--- src/rtl/mul8_seq_pkg.sv ---
// Shared types and constants for the 8x8 sequential multiply controller:
// FSM states, step count, per-step shift amounts and nibble selects.
package mul8_seq_pkg;

    typedef enum logic [1:0] {
        StIdle = 2'd0,
        StCalc = 2'd1,
        StDone = 2'd2
    } state_e;

    typedef enum logic {
        NibLo = 1'b0,
        NibHi = 1'b1
    } nib_sel_e;

    localparam int unsigned NUM_STEPS = 4;
    localparam logic [1:0]  LAST_STEP = 2'(NUM_STEPS - 1);

    localparam logic [3:0] SHIFT_S0 = 4'd0;
    localparam logic [3:0] SHIFT_S1 = 4'd4;
    localparam logic [3:0] SHIFT_S2 = 4'd4;
    localparam logic [3:0] SHIFT_S3 = 4'd8;

    function automatic logic [3:0] step_shift(input logic [1:0] step);
        logic [3:0] sh;
        unique case (step)
            2'd0:    sh = SHIFT_S0;
            2'd1:    sh = SHIFT_S1;
            2'd2:    sh = SHIFT_S2;
            default: sh = SHIFT_S3;
        endcase
        return sh;
    endfunction

    // Step bit 1 picks the A nibble, bit 0 picks the B nibble.
    function automatic nib_sel_e a_nib_sel(input logic [1:0] step);
        return nib_sel_e'(step[1]);
    endfunction

    function automatic nib_sel_e b_nib_sel(input logic [1:0] step);
        return nib_sel_e'(step[0]);
    endfunction

endpackage

--- src/rtl/wallace_mul.sv ---
// 4x4 unsigned multiplier: partial-product rows reduced by a carry-save
// stage, then a final ripple add.
module wallace_mul (
    input  logic [3:0] a_i,
    input  logic [3:0] b_i,
    output logic [7:0] prod_o
);

    logic [7:0] pp0, pp1, pp2, pp3;
    logic [7:0] s1, c1, s2, c2;

    always_comb begin
        pp0 = {4'b0, a_i & {4{b_i[0]}}};
        pp1 = {3'b0, a_i & {4{b_i[1]}}, 1'b0};
        pp2 = {2'b0, a_i & {4{b_i[2]}}, 2'b0};
        pp3 = {1'b0, a_i & {4{b_i[3]}}, 3'b0};
        // Two 3:2 compression layers, carries shifted into the next column.
        s1 = pp0 ^ pp1 ^ pp2;
        c1 = ((pp0 & pp1) | (pp0 & pp2) | (pp1 & pp2)) << 1;
        s2 = s1 ^ c1 ^ pp3;
        c2 = ((s1 & c1) | (s1 & pp3) | (c1 & pp3)) << 1;
        prod_o = s2 + c2;
    end

endmodule

--- src/rtl/mul8_seq_ctrl.sv ---
// 8x8 unsigned multiply built from four 4x4 nibble products on one wallace_mul.
// Optional MUL8_ZERO_SKIP_EN: a zero operand skips straight to DONE.
module mul8_seq_ctrl
    import mul8_seq_pkg::*;
#(
    parameter int unsigned TAG_W = 4
) (
    input  logic             clk,
    input  logic             rst_n,
    input  logic             in_valid,
    output logic             in_ready,
    input  logic [7:0]       in_a,
    input  logic [7:0]       in_b,
    input  logic [TAG_W-1:0] in_tag,
    output logic             out_valid,
    input  logic             out_ready,
    output logic [15:0]      out_product,
    output logic [TAG_W-1:0] out_tag,
    output logic             busy
);

    state_e           state_q, state_d;
    logic [1:0]       step_q, step_d;
    logic [15:0]      acc_q, acc_d;
    logic [7:0]       a_q, a_d, b_q, b_d;
    logic [TAG_W-1:0] tag_q, tag_d;

    logic       accept, zero_op;
    logic [1:0] sel_step;
    logic [3:0] mul_a, mul_b;
    logic [7:0] pp;

    assign accept = in_valid && (state_q == StIdle);

`ifdef MUL8_ZERO_SKIP_EN
    assign zero_op = (in_a == 8'd0) || (in_b == 8'd0);
`else
    assign zero_op = 1'b0;
`endif

    // Outside CALC the mux is parked on step 0 so the multiplier inputs stay defined.
    assign sel_step = (state_q == StCalc) ? step_q : 2'd0;
    assign mul_a    = (a_nib_sel(sel_step) == NibHi) ? a_q[7:4] : a_q[3:0];
    assign mul_b    = (b_nib_sel(sel_step) == NibHi) ? b_q[7:4] : b_q[3:0];

    wallace_mul u_wallace_mul (
        .a_i    (mul_a),
        .b_i    (mul_b),
        .prod_o (pp)
    );

    always_ff @(posedge clk or negedge rst_n) begin
        if (!rst_n) begin
            state_q <= StIdle;
        end else begin
            state_q <= state_d;
        end
    end

    always_comb begin
        state_d = state_q;
        unique case (state_q)
            StIdle: if (accept) state_d = zero_op ? StDone : StCalc;
            StCalc: if (step_q == LAST_STEP) state_d = StDone;
            StDone: if (out_ready) state_d = StIdle;
            default: state_d = StIdle;
        endcase
    end

    always_comb begin
        in_ready    = (state_q == StIdle);
        busy        = (state_q != StIdle);
        out_valid   = (state_q == StDone);
        out_product = acc_q;
        out_tag     = tag_q;
    end

    always_comb begin
        a_d    = a_q;
        b_d    = b_q;
        tag_d  = tag_q;
        acc_d  = acc_q;
        step_d = step_q;
        if (accept) begin
            a_d    = in_a;
            b_d    = in_b;
            tag_d  = in_tag;
            acc_d  = 16'd0;
            step_d = 2'd0;
        end else if (state_q == StCalc) begin
            acc_d  = acc_q + ({8'd0, pp} << step_shift(step_q));
            step_d = step_q + 2'd1;
        end
    end

    always_ff @(posedge clk or negedge rst_n) begin
        if (!rst_n) begin
            a_q    <= 8'd0;
            b_q    <= 8'd0;
            tag_q  <= '0;
            acc_q  <= 16'd0;
            step_q <= 2'd0;
        end else begin
            a_q    <= a_d;
            b_q    <= b_d;
            tag_q  <= tag_d;
            acc_q  <= acc_d;
            step_q <= step_d;
        end
    end

endmodule

--- config.mk ---
export PLATFORM = sky130hd
export DESIGN_NAME = mul8_seq_ctrl
export DESIGN_NICKNAME = d
export VERILOG_FILES = /design/src/rtl/mul8_seq_pkg.sv /design/src/rtl/wallace_mul.sv /design/src/rtl/mul8_seq_ctrl.sv
export SDC_FILE = /design/constraint.sdc
export NUM_CORES = 1
export LEC_CHECK = 0
export CAP_MARGIN = 20
export CORE_AREA = 2 2 63 125
export CTS_CLUSTER_SIZE = 25
export DETAILED_ROUTE_END_ITERATION = 16
export DIE_AREA = 0 0 65 127
export SYNTH_ARGS = -nofsm -noshare
export SYNTH_HDL_FRONTEND = slang
export SYNTH_HIERARCHICAL = 1
export SYNTH_SLANG_ARGS = --single-unit
--- constraint.sdc ---
create_clock -name clk -period 12.6 [get_ports clk]
set_clock_uncertainty 0.15 [all_clocks]
set_input_delay 2.52 -clock clk [delete_from_list [all_inputs] [get_ports clk]]
set_output_delay 2.52 -clock clk [all_outputs]
set_load 0.1 [all_outputs]
# ---- After elaboration in Yosys (flattened, before gate mapping)
# Cells that the tools add are included.
dict set report op_classes {
  eq_ne 8
  n_reduce_logical 7
  n_mux 14
  addsub 3
  n_shift 1
  bitwise_logic 18
}
# cell n
set ops {}
lappend ops {{$mux 16} 2}
lappend ops {{$and 7x7->7} 3}
lappend ops {{$or 7x7->7} 3}
lappend ops {{$add 16x16->16} 1}
lappend ops {{$and 4x4->4} 4}
lappend ops {{$mux 4} 4}
lappend ops {{$shl 8x4->16} 1}
lappend ops {{$mux 2} 6}
lappend ops {{$add 8x8->8} 1}
lappend ops {{$pmux 4 s2} 1}
lappend ops {{$xor 8x7->8} 1}
lappend ops {{$xor 8x8->8} 1}
lappend ops {{$or 7x6->7} 1}
lappend ops {{$and 4x6->6} 1}
lappend ops {{$and 5x6->6} 1}
lappend ops {{$eq 2x2->1 const B} 3}
lappend ops {{$pmux 2 s3} 1}
lappend ops {{$xor 5x6->6} 1}
lappend ops {{$and 4x5->5} 1}
lappend ops {{$xor 4x5->5} 1}
lappend ops {{$eq 2x1->1 const B} 2}
lappend ops {{$logic_not 2->1} 2}
lappend ops {{$ne 2x1->1 const B} 2}
lappend ops {{$reduce_bool 2->1} 2}
lappend ops {{other kinds (5)} 5}
dict set report word_totals {
  ff_bits 40
  out_inout_bits 23
  input_bits 24
}

# ---- Longest topological paths before layout
# Gate-level depths: netlist of run 1.
dict set report logic_depth {
  depth_word 15
  ltp_mapped 23
}

# ---- Hierarchy
# Netlist of run 1, hierarchy kept.
# mod area_per_inst_um2 instances cells_per_inst seq_area_each_um2
set by_module_without_submodules {}
lappend by_module_without_submodules {mul8_seq_ctrl 2496.1 1 249 1001.0}
lappend by_module_without_submodules {wallace_mul 374.1 1 44 0.0}

# ---- Least setup slack after synthesis of run 1
# OpenSTA, ideal clock, no wires.
dict set report synth_timing {
  path_kind {register to output}
  from {register state_q[0]}
  to {output port busy}
  n_path_buf 0
  t_arrival_ns 2.633
  setup_slack_ns 7.297
  path_stages_with_launch 3
  required_ns 9.930
  path_cell_list {dfrtp_1 nor2_1 inv_1}
}
dict set report synth_via {
  elab_chain_len 1
}
# element line
set synth_lines {}
lappend synth_lines {{from (decl)} mul8_seq_ctrl.sv:22} ;# state_e state_q, state_d;
lappend synth_lines {{from (signal assigned)} mul8_seq_ctrl.sv:54} ;# state_q <= StIdle;
lappend synth_lines {{from (signal assigned)} mul8_seq_ctrl.sv:56} ;# state_q <= state_d;
lappend synth_lines {{$reduce_bool 2->1} mul8_seq_ctrl.sv:72} ;# busy = (state_q != StIdle);
lappend synth_lines {{to (decl)} mul8_seq_ctrl.sv:19} ;# output logic busy
# No other way between the ends.

# ---- Final worst setup path of run 1
dict set report layout_timing {
  from {register state_q[0]}
  to {register acc_q[15], in the netlist out_product[15]}
}
dict set report layout_via {
  elab_chain_len 15
  elab_cells_between_ends 30
  classes_between {2 x add/sub; 1 x eq/ne; 1 x shift; 5 x mux; 18 x bitwise; 3 x reduce/logical}
}
# element line
set layout_lines {}
lappend layout_lines {{$eq 2x1->1 (*)} mul8_seq_ctrl.sv:42} ;# assign sel_step = (state_q == StCalc) ? step_q : 2'd0;
lappend layout_lines {{$mux 2 (*)} mul8_seq_ctrl.sv:42}
lappend layout_lines {{$mux 4 (*)} mul8_seq_ctrl.sv:44} ;# assign mul_b = (b_nib_sel(sel_step) == NibHi) ? b_q[7:4] : b_q[3:0];
lappend layout_lines {{named net mul_b[0]} mul8_seq_ctrl.sv:30} ;# logic [3:0] mul_a, mul_b;
lappend layout_lines {{$and 4x4->4 (*)} wallace_mul.sv:13} ;# pp0 = {4'b0, a_i & {4{b_i[0]}}};
lappend layout_lines {{$and 4x5->5 or $and 4x6->6 (tied branches)} wallace_mul.sv:19} ;# c1 = ((pp0 & pp1) | (pp0 & pp2) | (pp1 & pp2)) << 1;
lappend layout_lines {{$or 7x7->7} wallace_mul.sv:19}
lappend layout_lines {{$or 7x6->7} wallace_mul.sv:19}
lappend layout_lines {{$and 7x7->7} wallace_mul.sv:21} ;# c2 = ((s1 & c1) | (s1 & pp3) | (c1 & pp3)) << 1;
lappend layout_lines {{$or 7x7->7 (2 in series)} wallace_mul.sv:21}
lappend layout_lines {{$add 8x8->8 (*)} wallace_mul.sv:22} ;# prod_o = s2 + c2;
lappend layout_lines {{named net pp[4]} mul8_seq_ctrl.sv:31} ;# logic [7:0] pp;
lappend layout_lines {{$shl 8x4->16 (*)} mul8_seq_ctrl.sv:91} ;# acc_d = acc_q + ({8'd0, pp} << step_shift(step_q));
lappend layout_lines {{$add 16x16->16 (*)} mul8_seq_ctrl.sv:91}
lappend layout_lines {{$mux 16 (*)} mul8_seq_ctrl.sv:90} ;# end else if (state_q == StCalc) begin
lappend layout_lines {{$mux 16 (*)} mul8_seq_ctrl.sv:84} ;# if (accept) begin
lappend layout_lines {{to (signal assigned)} mul8_seq_ctrl.sv:101} ;# acc_q <= 16'd0;
lappend layout_lines {{to (signal assigned)} mul8_seq_ctrl.sv:107} ;# acc_q <= acc_d;
lappend layout_lines {{to (decl)} mul8_seq_ctrl.sv:24} ;# logic [15:0] acc_q, acc_d;
# Mark *: on every way through the listed nets, which the timed path passes. The rest lies on a longest branch. The select of a mux whose other input is x is not followed.
# A chain may end at the register's enable or synchronous reset.

==> results of run 1 <==
[worst max-delay path, cell delays in order, from the launching register on]
cell,delay [ps]
dfrtp_1,380
nor2b_1,420
nand2_1,250
mux2_2,310
nand2_1,80
fa_1,540
inv_1,60
fa_1,550
ha_1,170
inv_1,60
fa_1,480
inv_1,70
mux2i_1,190
nor2_1,80
ha_1,360
a21oi_1,350
o21ai_2,170
a21boi_2,250
o21ai_1,120
xnor2_1,160
a22o_1,190
[routing by layer]
metal  GRT usage [%]  part of all wire (%)  vias up
met4           11.26                   4.9        0
met1           17.96                    33     1071
met3           3.169                   2.5       22
li1                -                     -     1095
met5               0                     0        -
met2           37.11                    60       48
[flip-flops by register name, indices dropped and copies added (netlist names)]
name / count
out_product: 16
a_q: 8
b_q: 8
state_q: 2
out_tag: 4
step_q: 2
[area by class of cell]
| type | instances | area (µm²) | area share (%) |
|---|---|---|---|
| clock buffer | 6 | 128.9 | 3.619 |
| clock inverter | 2 | 35.03 | 0.9838 |
| inverter | 15 | 56.30 | 1.581 |
| multi-input combinational | 226 | 1762 | 49.47 |
| sequential | 40 | 1001 | 28.11 |
| tap | 92 | 115.1 | 3.233 |
| timing repair buffer | 47 | 462.9 | 13.00 |
[synthesized netlist by cell type, types with 2 or more instances]
master / n / area (µm²)
a211oi_1: 2 / 15.01
a21o_1: 4 / 30.03
a21oi_1: 11 / 55.05
a22o_1: 5 / 43.79
a31oi_1: 3 / 18.77
and2_1: 15 / 93.84
and3_1: 2 / 12.51
buf_2: 5 / 25.02
clkbuf_1: 7 / 26.28
dfrtp_1: 40 / 1001
fa_1: 7 / 140.1
ha_1: 24 / 300.3
inv_1: 15 / 56.30
mux2_2: 28 / 315.3
mux2i_1: 4 / 40.04
nand2_1: 40 / 150.1
nand2b_1: 3 / 18.77
nand3_1: 2 / 10.01
nor2_1: 9 / 33.78
nor2b_1: 9 / 56.30
o211ai_1: 2 / 15.01
o21ai_0: 15 / 75.07
o21ai_1: 3 / 15.01
o21bai_1: 2 / 15.01
o22ai_1: 7 / 43.79
xnor2_1: 10 / 87.58
xor2_1: 6 / 52.55
[stage by stage]
stage | instances | hold slack [ps] | setup slack [ps]
final | 428 | 351.9 | 7104
after global routing | 428 | 373.3 | 6809
after CTS | 428 | 357.0 | 7081
after detailed placement | 420 | 342.2 | 7079
after global placement | 420 | 337.2 | 7242
after floorplan | 293 | 325.0 | 7297
[kinds of logic (layout without fill, tap and decap cells)]
family | count (synthesis) | count (layout) | share of synthesized area, %
AO/OA/AOI/OAI | 64 | 64 | 14.95
XOR/XNOR | 16 | 16 | 4.882
adder cells (fa/ha/maj) | 31 | 31 | 15.34
buffers and inverters | 27 | 70 | 3.749
flip-flops | 40 | 40 | 34.87
multiplexers | 32 | 32 | 12.38
AND/OR/NAND/NOR | 83 | 83 | 13.82
[worst min path at each step]
stage | to | slack [ps] | cells past startpoint
after floorplan | a_q[1]$_DFFE_PN0P_ | 320 | 1
final | b_q[1]$_DFFE_PN0P_ | 350 | 1
after global placement | b_q[3]$_DFFE_PN0P_ | 340 | 1
after detailed placement | b_q[1]$_DFFE_PN0P_ | 340 | 1
after global routing | out_tag[3]$_DFFE_PN0P_ | 370 | 1
after CTS | a_q[4]$_DFFE_PN0P_ | 360 | 1
==> out/qor.yml, run 1 <==
hold_buffers: 0
areaGrowthSynthToFinish_pct: 24.06
clk_pin_slew_ps: 60
grt_pass1_vias: 2324
first_pass_iters: 4
grt_max_degree: 41
fmaxAchievable_ghz: 0.1820
status: "complete, no violations"
via_per_inst: 5.224
syn_area_per_cell_um2: 9.796
clock-sinks: 40
ctsResizeCount: 0
synth_cell_types: 40
ys_async_sr_fraction_pct: 100.0
h-tree-depth: 2
final_area_um2: 3561
crit_path_start_kind: "flip-flop"
fp-row-count: 44
rsz0062_at_grt: "false"
fin_crit_sh_pct: 43.62
clk_latency_ps: 290
finalHoldViolCount: 0
coreArea_um2: 7212
placed_area_um2: 3397
rr_startpoint: "state_q[0]$_DFFE_PN0P_"
crit_required_ps: 12640
hold_class: "flip-flop to flip-flop"
grt_pass1_wl_mm: 11.75
die_y_um: 127
synth_warnings: 6
slew_headroom_pct: 33.87
mostFrequentLayoutCell: "clkdlybuf4s50_1"
crit_arrival_ps: 5530
pin_count: 47
cts_tree: "built"
setup_tns_ps: 0
initial_core_util_pct: 39.80
cts_setup_buffers: 0
synth_nets: 348
critPathLaunch: "state_q[0]$_DFFE_PN0P_"
gp_congestion: 0.9272
tightest_slew_ps: 988.8
antenna_found_initial: 0
numCtsBuffers: 5
route.detailed.drc: 0
vias: 2236
grt_overflow: 0
layout_min_cycle_time_ps: 5496
synthesis.area_um2: 2870
drt-initial-drc-count: 102
fillers: 699
end_kind: "flip-flop"
final_nets: 390
synth_edf_count: 0
seq_area_frac_synth_pct: 34.87
syn_inst: 293
place.port_buffers: 46
rrSetupSlack_ps: 7100
totalWireLength_mm: 7.212
wl_per_cell_um: 16.85
place_hpwl_mm: 5.746
clock_path_buffers: 2
worstHoldStart: "b_q[1]$_DFFE_PN0P_"
cp_max_fo: 7
insertedDiodeCount: 0
layout_common_cells: "clkdlybuf4s50_1, nand2_1, dfrtp_1, mux2_2, ha_1"
drv_slew: 0
crit_end: "out_product[15]$_DFFE_PN0P_"
setup_viol: 0
r2r_end: "out_product[15]$_DFFE_PN0P_"
globalRouteTotalUtil_pct: 19.18
r2r_cells: 20
floorplan.die_area_um2: 8255
antenna_left: 0
worstSetupPathType: "flip-flop to flip-flop"
cap_violations: 0
root_buffer: "clkbuf_16"
drive_gt1_share_pct: 12.80
die_w_um: 65
ys_ff_latch: 40
synthFlopType: "dfrtp_1"
utilization_pct: 49.38
Power of run 1 is left out: the tool's default activity adds up to more than one toggle a clock period on the data nets, which glitch-free logic cannot reach.
==> run 2: changes to the inputs <==
clock period = 5 ns   (was 12.6 ns; I/O delays follow)
==> out/qor.yml, run 2 (same netlist as run 1, synthesis figures left out) <==
status: "complete, no violations"
hold_buffers: 0  # unchanged
mostFrequentLayoutCell: "clkdlybuf4s50_1"
post-place-cells: 436  # +3.8%
clk_latency_ps: 290  # about the same
fmaxAchievable_ghz: 0.2058  # +13%
hold_class: "flip-flop to flip-flop"
clock-sinks: 40  # unchanged
route.detailed.drc: 0  # unchanged
setup_viol: 0  # unchanged
via_per_inst: 5.371  # +2.8%
h-tree-depth: 2  # unchanged
place.port_buffers: 46  # unchanged
largest_register_ffs: 16  # unchanged
clk_pin_slew_ps: 60  # about the same
tightest_slew_ps: 1012  # +22.96 ps
antenna_left: 0  # unchanged
antenna_found_initial: 0  # unchanged
first_pass_iters: 4  # unchanged
fillers: 674  # -3.6%
vias: 2417  # +8.1%
fin_cells: 450  # +5.1%
finalHoldViolCount: 0  # unchanged
rsz0062_at_grt: "false"
slew_headroom_pct: 32.55  # -1.3 points
utilization_pct: 53.31  # +3.9 points
grt_pass1_vias: 2500  # +7.6%
rr_startpoint: "state_q[1]$_DFFE_PN0P_"
insertedDiodeCount: 0  # unchanged
globalRouteTotalUtil_pct: 19.37  # +0.19 points
dp_slack_ps: -123.9  # -7203 ps
layout_min_cycle_time_ps: 4860  # -635.7 ps
totalWireLength_mm: 7.599  # +5.4%
drt-initial-drc-count: 96  # -5.9%
clock_path_buffers: 2  # unchanged
worstSetupPathType: "flip-flop to flip-flop"
drive_gt1_share_pct: 24.58  # +12 points
cap_violations: 0  # unchanged
floorplan.die_area_um2: 8255  # unchanged
fin_ws_ps: 140.1  # -6964 ps
fp-row-count: 44  # unchanged
grt_max_degree: 41  # unchanged
crit_arrival_ps: 4840  # -690 ps
pin_count: 47  # unchanged
die_y_um: 127  # unchanged
grt_pass1_wl_mm: 11.93  # +1.5%
numCtsBuffers: 5  # unchanged
layout_common_cells: "clkdlybuf4s50_1, dfrtp_1, nand2_1, mux2_2, buf_4"
grt_overflow: 0  # unchanged
root_buffer: "clkbuf_16"
critPathLaunch: "state_q[1]$_DFFE_PN0P_"
initial_core_util_pct: 39.80  # unchanged
final_nets: 413  # +5.9%
die_w_um: 65  # unchanged
cts_tree: "built"
end_kind: "flip-flop"
drv_slew: 0  # unchanged
gp_congestion: 0.8503  # -8.3%
hold_ws_ps: 350.1  # -1.715 ps
areaGrowthSynthToFinish_pct: 33.96
crit_required_ps: 4980  # -7660 ps
wl_per_cell_um: 16.89  # +0.21%
cp_max_fo: 4  # -3
coreArea_um2: 7212  # unchanged
place_hpwl_mm: 5.962  # +3.8%
crit_path_start_kind: "flip-flop"
worstHoldStart: "a_q[0]$_DFFE_PN0P_"
fin_crit_sh_pct: 97.20  # +54 points
==> run 2: layer usage <==
layer	share of wire (%)	vias to the layer above	wire (µm)	track usage [%]
met5	0	-	0	0
met4	5.4	0	414	12.64
li1	-	1145	-	-
met2	59	63	4458	37.36
met3	2.6	24	199	2.729
met1	33	1185	2527	17.99
==> run 2: final cells by class <==
class	instances	area, µm²	share of cell area (%)
Clock buffer	5	125.1	3.254
Clock inverter	2	12.51	0.3254
Multi-Input combinational cell	226	1892	49.20
Sequential cell	40	1001	26.03
Tap cell	92	115.1	2.994
Timing Repair Buffer	70	643.1	16.73
Inverter	15	56.30	1.464
==> run 2: critical path: stages, from the launching register on <==
cell      delay [ps]
dfrtp_1          410
nor2b_4          190
nand2_4          100
mux2_4           320
buf_4            140
and2_1           150
ha_1             310
fa_1             490
ha_1             300
a21o_1           190
a21oi_2          140
xnor2_1          120
mux2i_1          240
nor2_1            80
ha_1             350
a21oi_2          230
o21ai_2          100
a31oi_2          210
o211ai_1         180
xnor2_1          200
o21ai_0           90
==> run 2: what timing repair did <==
action | CTS | global route
buffers inserted | 1 | 6
gates resized for setup | 4 | 34
pin swaps | 2 | 24
endpoints found under the setup margin | 5 | 9
==> run 2: worst paths after layout <==
path | endpoint | slack, ps | depth (start not counted)
max | out_product[13]$_DFFE_PN0P_ | 140 | 20
min | a_q[0]$_DFFE_PN0P_ | 350 | 1
max reg2reg | out_product[13]$_DFFE_PN0P_ | 140 | 20
min reg2reg | a_q[0]$_DFFE_PN0P_ | 350 | 1
max in group asynchronous | b_q[2]$_DFFE_PN0P_ | 3410 | 1
min in group asynchronous | out_product[1]$_DFFE_PN0P_ | 690 | 1
==> run 2: stage by stage <==
step           instance area, µm²  TNS, ps
6_report                     3845        0
5_1_grt                      3845        0
4_1_cts                      3671   -22.93
3_5_place_dp                 3517   -292.1
3_3_place_gp                 3517   -47.62
2_1_floorplan                2870        0
Power of run 2 is left out for the same reason.
